`src/rtl/output_write_scheduler.sv`:
```
// Packs 8-bit ReLU results two per SRAM word and sequences the output writes.
// Optional matrix counter enabled by defining OUTPUT_WRITE_SCHEDULER_MATRIX_CNT_EN.
module output_write_scheduler #(
  parameter int                    ADDRW     = 12,
  parameter int                    DATAW     = 16,
  parameter logic [ADDRW-1:0]      BASE_ADDR = '0
) (
  input  logic             clk,
  input  logic             reset_b,
  input  logic             start,
  input  logic             result_valid,
  input  logic [7:0]       result_data,
  input  logic             matrix_done,
  output logic             output_sram_write_enable,
  output logic [ADDRW-1:0] output_sram_write_addresss,
  output logic [DATAW-1:0] output_sram_write_data,
  output logic             busy,
  output logic             done,
`ifdef OUTPUT_WRITE_SCHEDULER_MATRIX_CNT_EN
  output logic [ADDRW-1:0] words_written,
  output logic [7:0]       matrix_count
`else
  output logic [ADDRW-1:0] words_written
`endif
);

  typedef enum logic {EMPTY, HALF} state_e;

  state_e           state_q, state_d;
  logic [7:0]       hold_q, hold_d;
  logic             wr_en_q, wr_en_d;
  logic [ADDRW-1:0] wr_addr_q, wr_addr_d;
  logic [DATAW-1:0] wr_data_q, wr_data_d;
  logic [ADDRW-1:0] ptr_q, ptr_d;
  logic [ADDRW-1:0] words_q, words_d;
  logic             done_q, done_d;
  logic             issue;
  logic [DATAW-1:0] word;

  always_comb begin
    // NOTE: every signal gets a default first so no latch can be inferred.
    state_d   = state_q;
    hold_d    = hold_q;
    wr_en_d   = 1'b0;
    wr_addr_d = wr_addr_q;
    wr_data_d = wr_data_q;
    ptr_d     = ptr_q;
    words_d   = words_q;
    done_d    = 1'b0;
    issue     = 1'b0;
    word      = '0;

    if (start) begin
      // Start wins over any same-cycle result or boundary.
      state_d = EMPTY;
      hold_d  = 8'h00;
      ptr_d   = BASE_ADDR;
      words_d = '0;
    end else begin
      done_d = matrix_done;
      unique case (state_q)
        EMPTY: begin
          if (result_valid && matrix_done) begin
            issue = 1'b1;
            word  = {8'h00, result_data};
          end else if (result_valid) begin
            hold_d  = result_data;
            state_d = HALF;
          end
        end
        HALF: begin
          if (result_valid || matrix_done) begin
            // A same-cycle result completes the word, so no pad word follows.
            issue   = 1'b1;
            word    = {(result_valid ? result_data : 8'h00), hold_q};
            hold_d  = 8'h00;
            state_d = EMPTY;
          end
        end
        default: state_d = EMPTY;
      endcase

      if (issue) begin
        wr_en_d   = 1'b1;
        wr_addr_d = ptr_q;
        wr_data_d = word;
        ptr_d     = ptr_q + ADDRW'(1);
        words_d   = words_q + ADDRW'(1);
      end
    end
  end

  always_ff @(posedge clk or negedge reset_b) begin
    if (!reset_b) begin
      state_q   <= EMPTY;
      hold_q    <= 8'h00;
      wr_en_q   <= 1'b0;
      wr_addr_q <= '0;
      wr_data_q <= '0;
      ptr_q     <= BASE_ADDR;
      words_q   <= '0;
      done_q    <= 1'b0;
    end else begin
      // NOTE: non-blocking so every flop samples pre-edge values.
      state_q   <= state_d;
      hold_q    <= hold_d;
      wr_en_q   <= wr_en_d;
      wr_addr_q <= wr_addr_d;
      wr_data_q <= wr_data_d;
      ptr_q     <= ptr_d;
      words_q   <= words_d;
      done_q    <= done_d;
    end
  end

  assign output_sram_write_enable   = wr_en_q;
  assign output_sram_write_addresss = wr_addr_q;
  assign output_sram_write_data     = wr_data_q;
  assign words_written              = words_q;
  assign done                       = done_q;
  assign busy                       = (state_q == HALF) | wr_en_q;

`ifdef OUTPUT_WRITE_SCHEDULER_MATRIX_CNT_EN
  logic [7:0] mcnt_q, mcnt_d;

  always_comb begin
    mcnt_d = mcnt_q;
    if (start)       mcnt_d = 8'h00;
    else if (done_d) mcnt_d = mcnt_q + 8'd1;
  end

  always_ff @(posedge clk or negedge reset_b) begin
    if (!reset_b) mcnt_q <= 8'h00;
    else          mcnt_q <= mcnt_d;
  end

  assign matrix_count = mcnt_q;
`endif

endmodule
```
`config.mk`:
```
export PLATFORM = sky130hd
export DESIGN_NAME = output_write_scheduler
export DESIGN_NICKNAME = d
export VERILOG_FILES = /design/src/rtl/output_write_scheduler.sv
export SDC_FILE = /design/constraint.sdc
export NUM_CORES = 1
export LEC_CHECK = 0
export CAP_MARGIN = 20
export CORE_MARGIN = 2
export CORE_UTILIZATION = 47
export DETAILED_ROUTE_END_ITERATION = 8
export PLACE_DENSITY = 0.86
export SLEW_MARGIN = 0
export SYNTH_ARGS = -nofsm -noshare
export SYNTH_HDL_FRONTEND = slang
export SYNTH_SLANG_ARGS = --single-unit
```
`constraint.sdc`:
```
create_clock -name clk -period 1.5 [get_ports clk]
set_input_delay 0.225 -clock clk [delete_from_list [all_inputs] [get_ports clk]]
set_output_delay 0.225 -clock clk [all_outputs]
set_load 0.1 [all_outputs]
```
==> reports/metrics.cfg <==
[clock_tree]
htreeDepth=3
cts_tree=built
root_buffer=clkbuf_8
path_clk_slew_ns=0.08
cts_max_path_buffers=2
numClockSinks=63
cts_buffers=9
worstSkewPairLatency_ns=0.35

[placed_design]
portBuffers=55
dpl.cell_count=394
dp.final_hpwl_um=4828
place_congestion=0.8041
placedInstanceArea_mm2=0.004284

[job]
cap_violations=0

[sta]
worst_slew_pin_slew_ns=0.5834
timing.hold.ws_ns=0.4086
final-max-slew-violation-count=0
fin_crit_ns=1.634
hold_viol=0
timing.final.crit_share_pct=109.0
setup_viol=47
max_freq_mhz=611.9
maxSlewHeadroom_pct=61.11
skew_ns=0.008723
rsz0062_at_grt=yes
fin_setup_tns_ns=-3.920
worst_slack_ns=-0.1344

[setup_path]
worstSetupStartpointType=register
r2r_slack_ns=-0.13
cp-end-kind=register
critical_path_class=register to register
r2r-start=state_q
critPathRequiredTime_ns=1.77
cp.arrival_ns=1.90
rr_endpoint=words_written[7]
slowest_stage=dfrtp_1
worstRegToRegCells=6
crit_fanout=7
path_cells=buf_6 -> maj3_4 -> buf_4 -> buf_16 -> a31o_1 -> a21oi_2
max_stage_delay_ns=0.40

[layout]
fin_area_mm2=0.004736
nFillCells=367
diodes=0
area_growth_pct=56.53
nets=351
seq_area_mm2=0.001609
multi_input_area_mm2=0.001443
layout_common_cells=dfrtp_1 (51), buf_12 (48), mux2_4 (27)
layout_commonest_cell=dfrtp_1
final_cells=418
layout-drive-gt1-share_pct=44.87

[global_route]
grt_max_degree=38
grt_use_total_pct=22.99
overflow=0
grt_pass1_wl_um=12690
grt_pass1_vias=2518
antenna_found_initial=0

[synthesis]
synth_seq_cells=63
synthTopCellsByArea=dfrtp_1 (52%), mux2_2 (10%), nand4_1 (3.1%)
synth_area_leader_cell=dfrtp_1
synth_fp_nets=275
syn_inst=260
synthMuxAreaShare_pct=11.91
synth_xor_area_share_pct=0.8685
synth_compound_gate_area_share_pct=11.29
seq_area_frac_synth_pct=52.11
synth-async-reset-ratio_pct=100.0
yosys.area_share.simple_pct=15.96
netlist.area_leader.share_pct=52.11
synth_ff_type=dfrtp_1
synth.distinct_cells=36
ys_warn_count=0
syn_area_mm2=0.003025
synth-adder-area-share_pct=1.282
synth_top_family_by_area=simple AND/OR/NAND/NOR gates
avgSynthCellArea_um2=11.64
synth_edf_count=0

[die]
start_util_pct=48.20
die_area_mm2=0.007095
die_w_um=84.23
num_rows=29
core_area_mm2=0.006277
die-height_um=84.23
ios=56

[pwr]
power_density_mw_per_mm2=1024
power_leakage_nw=2.206
vdd_drop_max_mv=0.7168

[detailed_routing]
vias_per_cell=5.687
drc=0
drtAntennaViolNets=0
drt-initial-drc-count=105
dr.pass1.iters=4
wl_um=7763
wl_per_cell_um=18.57
vias=2377

[outcome]
violations=setup timing
status=complete, but fails checks

[min_path]
hp-class=primary input to asynchronous set/reset pin

[worst max path at each step]
stage / start / to / slack (ns)
after floorplan: words_written[1] / words_written[8] / -0.12
after global placement: result_valid / words_written[9] / -0.28
after detailed placement: matrix_done / words_written[5] / -0.34
after CTS: state_q / output_sram_write_data[6] / -0.12
after global routing: state_q / output_sram_write_data[6] / -0.16
final: state_q / words_written[7] / -0.13
[state kept, by name (all words and copies together), names as in the netlist]
name and flops:
output_sram_write_enable 1, done 1, hold_q 8, state_q 1, output_sram_write_data 16, ptr_q 12, words_written 12, output_sram_write_addresss 12
[repair_timing]
action                                 4_1_cts  5_1_grt
pin swaps                                    2        3
setup endpoints to repair                   14       53
hold buffers                                 1        0
endpoints found under the hold margin       22        0
gates cloned                                 1        0
setup buffers                                4        2
resized for setup                           17       12
[metal layers]
metal	up-vias	track usage, %	part of all wire [%]
met5	-	0	0
met4	0	10.12	2.9
met3	23	6.883	5.0
met2	88	37.52	52
met1	1172	28.38	40
li1	1094	-	-
[through the flow]
| stage | setup slack (ns) | utilization, % | power [mW] |
|---|---|---|---|
| after CTS | -0.1191 | 74.43 | 4.859 |
| final | -0.1344 | 75.44 | 4.849 |
| after floorplan | -0.1223 | - | 2.543 |
| after detailed placement | -0.3379 | 68.25 | 3.002 |
| after global placement | -0.2779 | 68.25 | 2.979 |
| after global routing | -0.1639 | 75.44 | 5.009 |
[cells in the mapped netlist (3+ instances only)]
| cell | instances |
|---|---|
| a21o_1 | 12 |
| a21oi_1 | 12 |
| a22o_1 | 8 |
| a22oi_1 | 7 |
| a31o_2 | 6 |
| and2_1 | 3 |
| and3_1 | 6 |
| and4_1 | 5 |
| buf_2 | 4 |
| buf_6 | 5 |
| clkbuf_1 | 5 |
| dfrtp_1 | 63 |
| inv_1 | 12 |
| mux2_2 | 28 |
| mux2i_1 | 3 |
| nand3_1 | 4 |
| nand4_1 | 15 |
| nor2_1 | 21 |
| nor2b_1 | 10 |
| nor3b_1 | 9 |
| xnor2_1 | 3 |
[worst max-delay path: cells and delay by family, from the launching register on]
kind	cells	cell delay (ns)
buf+inv	3	0.43
flops	1	0.40
fa+ha+maj	1	0.38
compound gates	2	0.34
[area by class of cell]
type / instances / share of cell area (%)
clock buffer: 9 / 2.616
sequential: 63 / 33.98
timing repair buffer: 84 / 27.40
inverter: 12 / 0.9511
clock inverter: 7 / 2.563
multi-input combinational: 166 / 30.46
tap: 77 / 2.034
[where the power goes]
part | internal (mW) | switching (mW) | leakage, nW
clock | 1.11 | 0.697 | 0.123
sequential | 1.77 | 0.0905 | 0.844
combinational | 0.479 | 0.699 | 1.24
total | 3.36 | 1.49 | 2.21
[cell families after synthesis]
kind of cell,count (synthesis)
simple gates,81
flops,63
compound gates,47
mux,32
buf+inv,31
xor+xnor,3
fa+ha+maj,3
No activity file was read; power rests on OpenSTA's default activity.
